$ cat config.mk
export PLATFORM = sky130hd
export DESIGN_NAME = uart_tx_arbiter
export DESIGN_NICKNAME = d
export VERILOG_FILES = /design/src/rtl/uart_tx_arbiter.sv
export SDC_FILE = /design/constraint.sdc
export NUM_CORES = 1
export LEC_CHECK = 0
export BUFFER_PORTS_ARGS = -buffer_cell sky130_fd_sc_hd__buf_4
export CAP_MARGIN = 0
export CORE_MARGIN = 5
export CORE_UTILIZATION = 53
export CTS_BUF_LIST = sky130_fd_sc_hd__clkbuf_4 sky130_fd_sc_hd__clkbuf_8
export DETAILED_ROUTE_END_ITERATION = 7
export GPL_TIMING_DRIVEN = 0
export PLACE_DENSITY = 0.9
export SLEW_MARGIN = 20
export SYNTH_ARGS = -nofsm -noshare
export SYNTH_HDL_FRONTEND = slang
export SYNTH_SLANG_ARGS = --single-unit
$ cat constraint.sdc
create_clock -name clk -period 2.8 [get_ports clk]
set_clock_uncertainty 0.1 [all_clocks]
set_input_delay 0.42 -clock clk [delete_from_list [all_inputs] [get_ports clk]]
set_output_delay 0.42 -clock clk [all_outputs]
set_load 0.01 [all_outputs]
$ cat src/rtl/uart_tx_arbiter.sv
// Round-robin arbiter sharing one UART transmitter between N_REQ debounced requesters.
// Rising edges on req become pending bits; each grant drives a start pulse and waits out the busy handshake.
module uart_tx_arbiter #(
   parameter int N_REQ   = 4,
   parameter int DATA_W  = 8,
   parameter int TIMEOUT = 1000
) (
   input  logic                      clk,
   input  logic                      rst_n,
   input  logic [N_REQ-1:0]          req,
   input  logic [N_REQ*DATA_W-1:0]   req_data,
   input  logic                      tx_busy,
   output logic                      tx_start,
   output logic [DATA_W-1:0]         tx_data,
   output logic [2:0]                grant_id,
   output logic [N_REQ-1:0]          pending,
   output logic [N_REQ-1:0]          overrun,
   output logic                      timeout_err,
   output logic                      done
);

   localparam int TIMER_W = $clog2(TIMEOUT) + 1;
   localparam logic [TIMER_W-1:0] TIMER_LAST = TIMER_W'(TIMEOUT - 1);

   typedef enum logic [1:0] {
      IDLE,
      START,
      WAIT_BUSY,
      WAIT_DONE
   } state_t;

   state_t               state_reg, state_next;
   logic [N_REQ-1:0]     req_q_reg;
   logic [N_REQ-1:0]     pending_reg, pending_next;
   logic [N_REQ-1:0]     overrun_reg, overrun_next;
   logic [N_REQ-1:0]     rise;
   logic [N_REQ-1:0]     clr;
   logic [2:0]           ptr_reg, ptr_next;
   logic [2:0]           grant_idx;
   logic                 grant_valid;
   logic                 grant_fire;
   logic [TIMER_W-1:0]   timer_reg, timer_next;
   logic                 tx_start_reg, tx_start_next;
   logic                 done_reg, done_next;
   logic                 timeout_err_reg, timeout_err_next;
   logic [DATA_W-1:0]    tx_data_reg, tx_data_next;
   logic [2:0]           grant_id_reg, grant_id_next;
   logic [DATA_W-1:0]    byte_sel [N_REQ];

   assign rise = req & ~req_q_reg;

   // A rise in the same cycle as the grant re-arms the bit and is not an overrun.
   genvar gi;
   generate
      for (gi = 0; gi < N_REQ; gi++) begin : g_req
         assign byte_sel[gi]     = req_data[gi*DATA_W +: DATA_W];
         assign clr[gi]          = grant_fire && (grant_idx == 3'(gi));
         assign pending_next[gi] = rise[gi] | (pending_reg[gi] & ~clr[gi]);
         assign overrun_next[gi] = overrun_reg[gi] | (rise[gi] & pending_reg[gi] & ~clr[gi]);
      end
   endgenerate

   // Scan from ptr upward with wrap; the closest pending index to ptr wins.
   always_comb begin
      grant_valid = 1'b0;
      grant_idx   = '0;
      for (int k = N_REQ - 1; k >= 0; k--) begin
         for (int j = 0; j < N_REQ; j++) begin
            if ((int'(ptr_reg) + k == j) || (int'(ptr_reg) + k == j + N_REQ)) begin
               if (pending_reg[j]) begin
                  grant_valid = 1'b1;
                  grant_idx   = 3'(j);
               end
            end
         end
      end
   end

   always_comb begin
      state_next       = state_reg;
      ptr_next         = ptr_reg;
      timer_next       = timer_reg;
      tx_start_next    = 1'b0;
      done_next        = 1'b0;
      timeout_err_next = timeout_err_reg;
      tx_data_next     = tx_data_reg;
      grant_id_next    = grant_id_reg;
      grant_fire       = 1'b0;
      case (state_reg)
         IDLE: begin
            if (grant_valid) begin
               grant_fire = 1'b1;
               for (int j = 0; j < N_REQ; j++) begin
                  if (grant_idx == 3'(j)) begin
                     tx_data_next = byte_sel[j];
                  end
               end
               grant_id_next = grant_idx;
               ptr_next      = (grant_idx == 3'(N_REQ - 1)) ? 3'd0 : grant_idx + 3'd1;
               tx_start_next = 1'b1;
               state_next    = START;
            end
         end
         START: begin
            timer_next = '0;
            state_next = WAIT_BUSY;
         end
         WAIT_BUSY: begin
            // Busy wins over the timeout when both land on the last cycle.
            if (tx_busy) begin
               state_next = WAIT_DONE;
            end else if (timer_reg == TIMER_LAST) begin
               timeout_err_next = 1'b1;
               state_next       = IDLE;
            end else begin
               timer_next = timer_reg + TIMER_W'(1);
            end
         end
         WAIT_DONE: begin
            if (!tx_busy) begin
               done_next  = 1'b1;
               state_next = IDLE;
            end
         end
         default: state_next = IDLE;
      endcase
   end

   always_ff @(posedge clk) begin
      if (!rst_n) begin
         state_reg       <= IDLE;
         req_q_reg       <= '1;
         pending_reg     <= '0;
         overrun_reg     <= '0;
         ptr_reg         <= '0;
         timer_reg       <= '0;
         tx_start_reg    <= 1'b0;
         done_reg        <= 1'b0;
         timeout_err_reg <= 1'b0;
         tx_data_reg     <= '0;
         grant_id_reg    <= '0;
      end else begin
         state_reg       <= state_next;
         req_q_reg       <= req;
         pending_reg     <= pending_next;
         overrun_reg     <= overrun_next;
         ptr_reg         <= ptr_next;
         timer_reg       <= timer_next;
         tx_start_reg    <= tx_start_next;
         done_reg        <= done_next;
         timeout_err_reg <= timeout_err_next;
         tx_data_reg     <= tx_data_next;
         grant_id_reg    <= grant_id_next;
      end
   end

   assign tx_start    = tx_start_reg;
   assign tx_data     = tx_data_reg;
   assign grant_id    = grant_id_reg;
   assign pending     = pending_reg;
   assign overrun     = overrun_reg;
   assign timeout_err = timeout_err_reg;
   assign done        = done_reg;

endmodule
==> results.md, run 1 <==
- Run status: completed
- WS Path Type: reg2reg
- Top_reg_cell synth: dfxtp_1
- Number of max-cap violations: 0
- Setup bufs post-CTS: 0
- Clock power frac: 28.4%
- Internal Power: 0.9281 mW
- Fmax: 394.6 MHz
- CTS sink count: 40
- Path depth of the worst reg2reg path: 9
- R2r endpoint: tx_data[4]$_SDFFE_PN0P_
- Post-synthesis cell type count: 42
- RePlAce Congestion: 0.8641
- Cell area power density: 502.2 mW/mm²
- Buffers and inverters on the worst path: 2
- Most frequent cells in the layout: buf_4 (59), dfxtp_1 (40), nand2_1 (31)
- Rows: 22
- Crit-path slowest cell: dfxtp_1
- Instance count of the mapped netlist: 236
- Max-slew headroom: 65.83%
- DRT Wirelength: 5.335 mm
- Share of layout cells above drive strength 1: 24.58%
- Hold Vio Cnt, Final: 0
- Core Area: 0.003689 mm²
- Post-DP HPWL: 3.998 mm
- Flop2flop setup slack: 270 ps
- Initial antenna violation count: 0
- CP Capture Type: flop
- Die width: 71.94 µm
- First-pass GRT wire length: 8.680 mm
- CP peak stage delay: 450 ps
- NumNets Final: 345
- DRT iter0 DRCs: 173
- # diodes: 0
- Final period util: 90.51%
- CTS Hold Buffers Added: 0
- Synth warn: 0
- Largest delay share family, worst path: simple AND/OR/NAND/NOR gates
- Hold_sp: req[1]
- IO buf count: 58
- Via/cell ratio: 5.716
- Synth async-reset ratio: 0%
- CTS H-tree lvls: 2
- Worst path arrival time: 2650 ps
- Static Leak: 1.150 nW
- Clk buf depth: 2
- Max FFs per register: 11
- Final ANT Viol Nets: 0
- Crit Path Max Fanout: 10
- Gate power share: 23.0%
- Seq/Total Area, Yosys: 39.38%
- Drt wl/cell: 15.29 µm
- Die area: 0.005175 mm²
- CTS tree: built
- Largest net degree at the start of global routing: 12
- Overall global routing resource usage: 21.52%
- Top Ports: 61
- Post-route DRC: 0
- Unrepaired setup endpoints after global routing: false
- Seq pwr share: 48.7%
- Sw Ratio: 29.19%
- Layout area overhead: 28.37%
- Number of global-route vias before repair: 1855
- Worst skew pair latency: 290 ps
- Num CTS Buffers: 5
- Resize count post-CTS: 0
- WHS Path Cells: 2
- Place WS: 317.8 ps
- Syn Area/Cell: 8.615 µm²
- Hold Path Class: in2reg
- Syn_nets: 280
- Worst path cell trace: mux2i_1 > nor2_1 > or3_1 > ha_1 > clkbuf_1 > clkbuf_1 > o21ai_0 > mux2i_1 > a21oi_1
- Starting Density: 55.12%
- WHS Endpoint: req_q_reg[1]$_SDFF_PN1_
- Post-synth EDFFs: 0
- Least-Margin Pin Slew: 512.6 ps
- Fin. max-slew vios: 0
- Commonest non-fill, non-tap cell in the layout: buf_4
- Worst vdd ir: 411.7 µV
- Root buffer cell: clkbuf_8
- Worst Path Required: 2920 ps
- Synth Cell Area: 0.002033 mm²
- Final Worst Setup Slack: 265.7 ps
- FF-to-FF Start: ptr_reg[1]$_SDFFE_PN0N_
- Final TNS setup: 0 ps
- Sw power: 0.3825 mW
- #FFs+latches synth: 40
- Final setup fails: 0
- First drt pass iteration count: 4
- Startpoint Class: flop
- Total gr overflow: 0
- Worst-path clk slew: 70 ps
- Die H: 71.94 µm
- Fin crit period: 2534 ps
- Via count: 1995
==> per-stage QoR <==
stage	instances	area (µm²)	power, mW	utilization [%]	hold WS, ps
after global placement	342	2529	0.9364	68.55	348.8
after CTS	349	2610	1.314	70.76	209.3
final	349	2610	1.311	70.76	224.2
after global routing	349	2610	1.385	70.76	222.1
after floorplan	236	2033	0.8153	-	354.5
after detailed placement	342	2529	0.9486	68.55	362.9
==> synthesized netlist by cell type (2+ instances only) <==
cell type	instances	area [µm²]
nand3_1	9	45.04
o311ai_0	2	17.52
inv_1	11	41.29
a2111o_1	3	33.78
a21boi_0	11	82.58
nand4_1	5	31.28
mux2i_1	18	180.2
buf_2	3	15.01
dfxtp_1	40	800.8
nor4_1	2	12.51
o21ai_0	20	100.1
o21a_1	7	52.55
o2111ai_1	4	35.03
a21oi_1	14	70.07
nor2b_1	5	31.28
clkbuf_1	9	33.78
nand2_1	31	116.4
ha_1	5	62.56
nand2b_1	7	43.79
and3_1	3	18.77
nor2_1	6	22.52
==> worst reg2reg max path, cell delays in order, from the launching register on <==
cell      delay, ps
dfxtp_1         450
mux2i_1         220
nor2_1           80
or3_1           440
ha_1            210
clkbuf_1        200
clkbuf_1        270
o21ai_0         240
mux2i_1         100
a21oi_1         170
==> how the worst max path moves through the flow <==
stage                                        from  slack (ps)                      end  cells after the start
after floorplan           ptr_reg[1]$_SDFFE_PN0N_         640  tx_data[0]$_SDFFE_PN0P_                     10
after global placement    ptr_reg[1]$_SDFFE_PN0N_         390  tx_data[4]$_SDFFE_PN0P_                      9
after detailed placement  ptr_reg[1]$_SDFFE_PN0N_         320  tx_data[4]$_SDFFE_PN0P_                      9
after CTS                 ptr_reg[1]$_SDFFE_PN0N_         290  tx_data[4]$_SDFFE_PN0P_                      9
after global routing        pending[0]$_SDFF_PN0_          50  tx_data[4]$_SDFFE_PN0P_                     10
final                     ptr_reg[1]$_SDFFE_PN0N_         270  tx_data[4]$_SDFFE_PN0P_                      9
==> layer usage <==
layer / GRT usage, % / wire length (µm) / share of wire (%) / up-vias
met2: 33.37 / 2564 / 48 / 61
met4: 10.23 / 119 / 2.2 / 0
met5: 0 / 0 / 0 / -
met1: 28.42 / 2382 / 45 / 951
met3: 4.709 / 268 / 5.0 / 10
li1: - / - / - / 973
==> cells by family after synthesis <==
logic type               synth area share, %
multiplexers                           8.861
AO/OA/AOI/OAI                          23.14
adder cells (fa/ha/maj)                3.077
flip-flops                             39.38
AND/OR/NAND/NOR                        20.55
buffers and inverters                  4.800
other                                 0.1844
==> power by group through the flow <==
stage,combinational (mW),clock (mW),sequential [mW]
3_5_place_dp,0.298,0,0.651
5_1_grt,0.328,0.413,0.643
2_1_floorplan,0.158,0,0.657
6_report,0.301,0.372,0.638
4_1_cts,0.299,0.378,0.638
3_3_place_gp,0.289,0,0.647
==> layout make-up <==
cell class	count	area (µm²)
sequential	40	800.8
fill	300	1079
inverter	11	41.29
buffer	13	56.30
clock inverter	1	5.005
clock buffer	6	76.32
multi-input combinational	172	1135
timing repair buffer	58	435.4
tap	48	60.06
No activity file was read; power rests on OpenSTA's default activity.
==> inputs of run 2 (changes only) <==
--- a/config.mk
+++ b/config.mk
@@ -5,7 +5,7 @@
 export SDC_FILE = /design/constraint.sdc
 export NUM_CORES = 1
 export LEC_CHECK = 0
-export BUFFER_PORTS_ARGS = -buffer_cell sky130_fd_sc_hd__buf_4
+export BUFFER_PORTS_ARGS = -buffer_cell sky130_fd_sc_hd__buf_2
 export CAP_MARGIN = 0
 export CORE_MARGIN = 5
 export CORE_UTILIZATION = 53
==> results.md, run 2 (synthesis results as in run 1) <==
- Die width: 71.94 µm
- Resize count post-CTS: 0
- Post-route DRC: 0
- Die H: 71.94 µm
- Crit Path Max Fanout: 9
- Root buffer cell: clkbuf_8
- RePlAce Congestion: 0.9010
- Hold Vio Cnt, Final: 0
- CTS tree: built
- Setup bufs post-CTS: 0
- Util after Layout: 68.05%
- CTS sink count: 40
- Post-place instance area: 0.002384 mm²
- Post-DP HPWL: 3.779 mm
- DRT iter0 DRCs: 157
- Clk buf depth: 2
- Number of global-route vias before repair: 1807
- First drt pass iteration count: 4
- Core Area: 0.003689 mm²
- Worst-path clk slew: 80 ps
- IO buf count: 58
- CTS Hold Buffers Added: 0
- Final setup fails: 0
- Startpoint Class: flop
- Most frequent cells in the layout: buf_2 (61), dfxtp_1 (40), nand2_1 (31)
- Unrepaired setup endpoints after global routing: false
- Hold slack: 221.4 ps
- Commonest non-fill, non-tap cell in the layout: buf_2
- Worst vdd ir: 442.5 µV
- Fin crit period: 2491 ps
- DRT Wirelength: 5.080 mm
- Final Worst Setup Slack: 308.9 ps
- Initial antenna violation count: 0
- Cell area power density: 564.3 mW/mm²
- Rows: 22
- Number of max-cap violations: 0
- WS Path Type: reg2reg
- Via/cell ratio: 5.634
- Fmax: 401.4 MHz
- First-pass GRT wire length: 8.259 mm
- Final TNS setup: 0 ps
- CTS H-tree lvls: 2
- Num CTS Buffers: 5
- Total gr overflow: 0
- Fin cells: 350
- Total power: 1.416 mW
- # diodes: 0
- Fin. max-slew vios: 0
- Worst Path Required: 2860 ps
- Top Ports: 61
- Run status: completed
- CP Capture Type: flop
- Fillers: 295
- Die area: 0.005175 mm²
- Place WS: 354.8 ps
- Worst path arrival time: 2550 ps
- Overall global routing resource usage: 20.10%
- Share of layout cells above drive strength 1: 24.83%
- Worst skew pair latency: 290 ps
- Path depth of the worst reg2reg path: 10
- Drt wl/cell: 14.51 µm
- Design Area, Final: 0.002510 mm²
- WHS Path Cells: 2
- Max FFs per register: 11
- Dpl cells: 342
- Final period util: 88.97%
- NumNets Final: 345
- Hold Path Class: in2reg
- Largest net degree at the start of global routing: 13
- Static Leak: 1.137 nW
- Via count: 1972
- Final ANT Viol Nets: 0
- Starting Density: 55.12%
- Layout area overhead: 23.45%
[run 2: cell count changes in the layout (fill, tap and decap cells not counted), sizes merged]
| cell | change |
|---|---|
| bufinv | +1 |
| clkbuf | +1 |
| clkinv | -1 |
[run 2: path summary, 6_finish.rpt]
path,slack [ps],startpoint,to
worst max-delay path,310,ptr_reg[1]$_SDFFE_PN0N_,tx_data[7]$_SDFFE_PN0P_
worst min-delay path,220,req[3],req_q_reg[3]$_SDFF_PN1_
worst max register to register,310,ptr_reg[1]$_SDFFE_PN0N_,tx_data[7]$_SDFFE_PN0P_
worst min register to register,360,overrun[0]$_SDFF_PN0_,overrun[0]$_SDFF_PN0_
[run 2: power by group]
group	internal (mW)	switching (mW)
logic	0.113	0.160
registers	0.609	0.0272
clock network	0.314	0.194
[run 2: area by class of cell]
cell class | count | area (µm²) | area share [%]
Clock buffer | 7 | 96.34 | 3.838
Sequential cell | 40 | 800.8 | 31.90
Timing Repair Buffer | 58 | 290.3 | 11.57
Clock inverter | 1 | 30.03 | 1.196
Buffer | 13 | 56.30 | 2.243
Multi-Input combinational cell | 172 | 1135 | 45.21
Inverter | 11 | 41.29 | 1.645
Tap cell | 48 | 60.06 | 2.393
[run 2: worst max-delay path, stage by stage (launching register included)]
cell and delay [ps]:
dfxtp_1 450, mux2i_1 210, nor2_1 80, or3_1 430, inv_1 110, ha_1 140
buf_2 270, mux2i_1 240, o21ai_0 90, mux2i_1 160, a21oi_1 80
[run 2: layer usage]
metal	up-vias	part of all wire, %	global-route usage, %
met5	-	0	0
met4	0	2.4	8.768
met3	11	7.3	4.986
met2	80	48	32.55
met1	909	42	25.34
li1	972	-	-
